==> src/rtl/nvdla_hls_staller_pkg.sv <==
// Shared types and helpers for the multi-channel HLS core staller.
package nvdla_hls_staller_pkg;

  typedef enum logic [1:0] {
    ST_RUN   = 2'd0,
    ST_STALL = 2'd1,
    ST_HUNG  = 2'd2
  } stall_state_e;

  localparam logic [1:0] STATE_RUN   = 2'd0;
  localparam logic [1:0] STATE_STALL = 2'd1;
  localparam logic [1:0] STATE_HUNG  = 2'd2;

  // Width needed to hold 0..limit; a disabled watchdog (limit 0) still gets one bit.
  function automatic int run_stall_w(input int limit);
    return (limit < 1) ? 1 : $clog2(limit + 1);
  endfunction

endpackage

==> src/rtl/nvdla_hls_sat_cnt.sv <==
// Up-counter that sticks at MAX instead of wrapping; clr overrides inc.
module nvdla_hls_sat_cnt
  import nvdla_hls_staller_pkg::*;
#(
  parameter int           W   = 8,
  parameter logic [W-1:0] MAX = '1
) (
  input  logic         clk,
  input  logic         rst,
  input  logic         inc,
  input  logic         clr,
  output logic [W-1:0] cnt
);

  logic [W-1:0] r_cnt;

  // Count up on inc until MAX is reached; clear has priority over counting.
  always_ff @(posedge clk) begin
    if (rst) begin
      r_cnt <= '0;
    end else if (clr) begin
      r_cnt <= '0;
    end else if (inc && (r_cnt != MAX)) begin
      r_cnt <= r_cnt + 1'b1;
    end
  end

  assign cnt = r_cnt;

endmodule

==> src/rtl/nvdla_hls_core_staller_nch.sv <==
// Multi-channel core staller: combines channel completion flags into the core
// write enable, and tracks stall statistics, stall causes and a watchdog.
module nvdla_hls_core_staller_nch
  import nvdla_hls_staller_pkg::*;
#(
  parameter int NUM_IN     = 1,
  parameter int NUM_OUT    = 1,
  parameter int CNT_W      = 16,
  parameter int WDOG_LIMIT = 1024
) (
  input  logic               nvdla_core_clk,
  input  logic               nvdla_core_rst,
  input  logic [NUM_IN-1:0]  chn_in_wen_comp,
  input  logic [NUM_OUT-1:0] chn_out_wen_comp,
  input  logic               stall_force,
  input  logic               stat_clr,
  output logic               core_wen,
  output logic               core_wten,
  output logic [CNT_W-1:0]   stall_cnt,
  output logic [NUM_IN-1:0]  stall_in_mask,
  output logic [NUM_OUT-1:0] stall_out_mask,
  output logic [1:0]         stall_state,
  output logic               wdog_trip
);

  localparam int              RS_W   = run_stall_w(WDOG_LIMIT);
  localparam logic [RS_W-1:0] RS_MAX = RS_W'(WDOG_LIMIT);

  logic              w_core_wen;
  logic              w_stall;
  logic              w_trip;
  logic [RS_W-1:0]   w_run_stall;
  stall_state_e      r_state;
  stall_state_e      w_state_nxt;
  logic              r_wten;
  logic              r_wdog_trip;
  logic [NUM_IN-1:0]  r_in_mask;
  logic [NUM_OUT-1:0] r_out_mask;

  assign w_core_wen = (&chn_in_wen_comp) & (&chn_out_wen_comp) & ~stall_force;
  assign w_stall    = ~w_core_wen;

  // Total stalled cycles, saturating at all-ones.
  nvdla_hls_sat_cnt #(.W(CNT_W)) u_stall_cnt (
    .clk (nvdla_core_clk),
    .rst (nvdla_core_rst),
    .inc (w_stall),
    .clr (stat_clr),
    .cnt (stall_cnt)
  );

  // Consecutive stalled cycles; any advancing cycle restarts the run.
  nvdla_hls_sat_cnt #(.W(RS_W), .MAX(RS_MAX)) u_run_stall (
    .clk (nvdla_core_clk),
    .rst (nvdla_core_rst),
    .inc (w_stall),
    .clr (stat_clr | w_core_wen),
    .cnt (w_run_stall)
  );

  // This stalled cycle completes the WDOG_LIMIT-th in a row.
  assign w_trip = (WDOG_LIMIT != 0) && w_stall &&
                  ((int'(w_run_stall) + 1) == WDOG_LIMIT);

  // Next-state decode; stat_clr always forces RUN.
  always_comb begin
    w_state_nxt = r_state;
    case (r_state)
      ST_RUN:   if (w_stall) w_state_nxt = w_trip ? ST_HUNG : ST_STALL;
      ST_STALL: begin
        if (w_core_wen)  w_state_nxt = ST_RUN;
        else if (w_trip) w_state_nxt = ST_HUNG;
      end
      ST_HUNG:  if (w_core_wen) w_state_nxt = ST_RUN;
      default:  w_state_nxt = ST_RUN;
    endcase
    if (stat_clr) w_state_nxt = ST_RUN;
  end

  // State register.
  always_ff @(posedge nvdla_core_clk) begin
    if (nvdla_core_rst) r_state <= ST_RUN;
    else                r_state <= w_state_nxt;
  end

  // Sticky watchdog flag, only cleared by stat_clr or reset.
  always_ff @(posedge nvdla_core_clk) begin
    if (nvdla_core_rst)  r_wdog_trip <= 1'b0;
    else if (stat_clr)   r_wdog_trip <= 1'b0;
    else if (w_trip)     r_wdog_trip <= 1'b1;
  end

  // Accumulate the channels that were not ready during stalled cycles.
  always_ff @(posedge nvdla_core_clk) begin
    if (nvdla_core_rst) begin
      r_in_mask  <= '0;
      r_out_mask <= '0;
    end else if (stat_clr) begin
      r_in_mask  <= '0;
      r_out_mask <= '0;
    end else if (w_stall) begin
      r_in_mask  <= r_in_mask  | ~chn_in_wen_comp;
      r_out_mask <= r_out_mask | ~chn_out_wen_comp;
    end
  end

  // Registered wait-enable companion of core_wen.
  always_ff @(posedge nvdla_core_clk) begin
    if (nvdla_core_rst) r_wten <= 1'b0;
    else                r_wten <= w_stall;
  end

  assign core_wen       = w_core_wen;
  assign core_wten      = r_wten;
  assign stall_in_mask  = r_in_mask;
  assign stall_out_mask = r_out_mask;
  assign stall_state    = r_state;
  assign wdog_trip      = r_wdog_trip;

endmodule

==> config.mk <==
export PLATFORM = sky130hd
export DESIGN_NAME = nvdla_hls_core_staller_nch
export DESIGN_NICKNAME = d
export VERILOG_FILES = /design/src/rtl/nvdla_hls_staller_pkg.sv /design/src/rtl/nvdla_hls_sat_cnt.sv /design/src/rtl/nvdla_hls_core_staller_nch.sv
export SDC_FILE = /design/constraint.sdc
export NUM_CORES = 1
export LEC_CHECK = 0
export CAP_MARGIN = 20
export CELL_PAD_IN_SITES_DETAIL_PLACEMENT = 1
export CELL_PAD_IN_SITES_GLOBAL_PLACEMENT = 2
export CORE_ASPECT_RATIO = 0.9
export CORE_MARGIN = 2
export CORE_UTILIZATION = 29
export CTS_CLUSTER_SIZE = 20
export DETAILED_ROUTE_END_ITERATION = 10
export GPL_TIMING_DRIVEN = 0
export MAX_ROUTING_LAYER = met4
export PLACE_DENSITY = 0.71
export SYNTH_ARGS = -nofsm -noshare
export SYNTH_HDL_FRONTEND = slang
export SYNTH_HIERARCHICAL = 1
export SYNTH_SLANG_ARGS = --single-unit
==> constraint.sdc <==
create_clock -name nvdla_core_clk -period 1.7 [get_ports nvdla_core_clk]
set_input_delay 0.34 -clock nvdla_core_clk [delete_from_list [all_inputs] [get_ports nvdla_core_clk]]
set_output_delay 0.34 -clock nvdla_core_clk [all_outputs]
set_load 0.01 [all_outputs]
==> results.yml <==
global_routing:
  grt_use_total: 0.158
  grt_overflow: 0
  antenna_found_initial: 0
  grt_pass1_wl_mm: 8.22
  grt_pass1_vias: 1651
  grt_start_max_net_pins: 17
timing:
  period_needed_ps: 1650
  timing.final.max_slew_violations: 0
  finalCritPeriodShare: 0.971
  max_slew.worst_pin.slew_ps: 536
  hold_viol_final: 0
  whs_ps: 386
  max_slew_margin: 0.642
  setup_viol: 0
  skew_ps: 4.31
  max_freq_mhz: 606
  rsz0062_at_grt: "yes"
critical_path:
  reg2reg_depth: 4
  worstReg2RegEnd: "u_run_stall/cnt[1]$_SDFFE_PP0P_"
  critPathLaunch: "u_run_stall/cnt[2]$_SDFFE_PP0P_"
  critical_path_arrival_ps: 1880
  crit_path_max_fanout: 9
  end_kind: "flip-flop"
  path_cells: "buf_6 > or4b_4 > or4_1 > nand3_1"
  cp_num_buf_inv: 1
  required_ps: 1930
  cpPeakStageDelay_ps: 540
  path_delay_family: "simple AND/OR/NAND/NOR gates"
  crit_end: "u_run_stall/cnt[1]$_SDFFE_PP0P_"
  rrSetupSlack_ps: 50
  reg2reg_from: "u_run_stall/cnt[2]$_SDFFE_PP0P_"
  path_depth: 4
  worstSetupStartpointType: "flip-flop"
  path_class: "reg2reg"
  slowest_stage: "or4b_4"
yosys:
  seq_area_frac_synth: 0.370
  ys.warnings.count: 6
  synth_compound_area_frac: 0.180
  synth-edff-count: 0
  synth_nets: 211
  synth-simple-area-share: 0.335
  synth_top_family_by_area: "simple AND/OR/NAND/NOR gates"
  syn_area_um2: 1780
  synth_cells: 202
  synth.area.mux_share: 0.0337
  synthXorXnorAreaFrac: 0.00982
  synth_cell_type_count: 53
  synthAdderAreaFrac: 0.0210
  synth-async-reset-ratio: 0
  syn_area_per_cell_um2: 8.83
  synth_flop_cell: "dfxtp_1"
  ys_ff_latch: 33
die:
  io_pins: 29
  core_um2: 6050
  rows: 27
  start_util: 0.295
  die_h_um: 78.4
  die_w_um: 86.7
  dieArea_um2: 6800
routing:
  drc: 0
  routed_wl_mm: 4.94
  vias: 1709
  drt-pass1-iter-count: 4
  wire_per_inst_um: 15.6
  postRouteAntennaNets: 0
  drt_iter0_markers: 64
  via_per_inst: 5.39
final_layout:
  final_common_cell: "dfxtp_1"
  fin_nets: 253
  multiInputGateArea_um2: 1090
  fillers: 697
  antenna_cells: 0
  drive_above_1_share: 0.249
  final_cell_mix: "dfxtp_1, clkdlybuf4s50_1, nand2_1"
  seqCellArea_um2: 673
  areaGrowthSynthToFinish_pct: 34.2
  fin_area_um2: 2390
run:
  drv_cap: 0
clock_tree:
  clk_latency_ps: 290
  cts_tree: "yes"
  cts-root-buf: "clkbuf_8"
  htreeDepth: 2
  cts_buffers: 5
  clk_pin_slew_ps: 70
  clockBufferDepth: 2
  clock-sinks: 33
  cts_hold_buffers: 0
run_status:
  run_status: "complete, no violations"
placed_design:
  place_area_um2: 2150
  gp_congestion: 0.729
  portBuffers: 28
  detailed_place_hpwl_mm: 3.41
pwr:
  power.leakage_uw: 0.000815
  p_per_area_nw_per_um2: 717
  vdd_drop_max_mv: 0.315
min_path:
  hp-class: "in2reg"
worst min-delay path by stage:
stage | startpoint | end | slack [ps] | cells after the start
floorplan | nvdla_core_rst | core_wten$_SDFF_PP0_ | 410 | 1
global placement | stall_out_mask$_SDFFE_PP0N_ | stall_out_mask$_SDFFE_PP0N_ | 450 | 2
detailed placement | wdog_trip$_SDFFE_PP0P_ | wdog_trip$_SDFFE_PP0P_ | 460 | 1
CTS | chn_in_wen_comp | stall_in_mask$_SDFFE_PP0N_ | 380 | 2
global route | chn_in_wen_comp | stall_in_mask$_SDFFE_PP0N_ | 400 | 2
finish | chn_out_wen_comp | stall_out_mask$_SDFFE_PP0N_ | 390 | 2
metrics by stage:
step                std cells  setup WS [ps]  utilization  TNS [ps]  total power [µW]
CTS                       318           4.42        0.391         0              1750
global placement          302           -786        0.356    -14490               926
finish                    317           48.7        0.396         0              1720
detailed placement        302           -815        0.356    -15270               927
global route              317          -7.40        0.396     -8.94              1790
floorplan                 202          -34.1            -     -67.3               871
layout make-up:
cell class,count,area share
Multi-Input combinational cell,154,0.456
Sequential cell,33,0.281
Timing Repair Buffer,37,0.144
Tap cell,72,0.0376
Clock buffer,7,0.0361
Buffer,7,0.0240
Clock inverter,1,0.0125
Inverter,6,0.00940
cell families (layout without fill, tap and decap cells):
kind of cell	after synthesis	count (layout)
AND/OR/NAND/NOR	95	95
AO/OA/AOI/OAI	48	48
flip-flops	33	33
buffers and inverters	15	58
multiplexers	6	6
adder cells (fa/ha/maj)	3	3
XOR/XNOR	2	2
sequential cells by signal (all words and copies together), names as in the netlist:
| signal | cells |
|---|---|
| u_stall_cnt/cnt | 16 |
| stall_in_mask | 1 |
| stall_state | 2 |
| stall_out_mask | 1 |
| wdog_trip | 1 |
| core_wten | 1 |
| u_run_stall/cnt | 11 |
report_power, final:
group          switching [µW]  internal, µW  total, µW
Combinational            65.1          61.0        126
Sequential               13.9           785        799
Clock                     313           478        791
Total                     392          1320       1720
cell usage after synthesis (all sizes together), types with 4 or more instances:
master   n  share of area
dfxtp   33           0.37
nand2   17          0.036
a21oi   13          0.036
nand3   12          0.036
nand4   11          0.047
o21ai   10          0.028
or3     10          0.037
nor2     7          0.015
nor3     7          0.026
and3     6          0.027
buf      6          0.028
inv      6          0.013
mux2i    6          0.034
or4      6          0.025
a211oi   4          0.020
a31oi    4          0.014
and2     4          0.015
routing by layer:
| metal | part of all wire | track usage | vias to the layer above |
|---|---|---|---|
| li1 | - | - | 856 |
| met1 | 0.54 | 0.222 | 823 |
| met2 | 0.42 | 0.221 | 23 |
| met3 | 0.028 | 0.0326 | 7 |
| met4 | 0.016 | 0.0641 | 0 |
| met5 | 0 | - | - |
repair_timing:
| action | 4_1_cts | 5_1_grt |
|---|---|---|
| endpoints found under the setup margin | 28 | 16 |
| hold endpoints to repair | 0 | 0 |
| buffers inserted | 9 | 0 |
| pin swaps | 5 | 5 |
| resized for setup | 18 | 16 |
No activity file was read; power rests on OpenSTA's default activity.
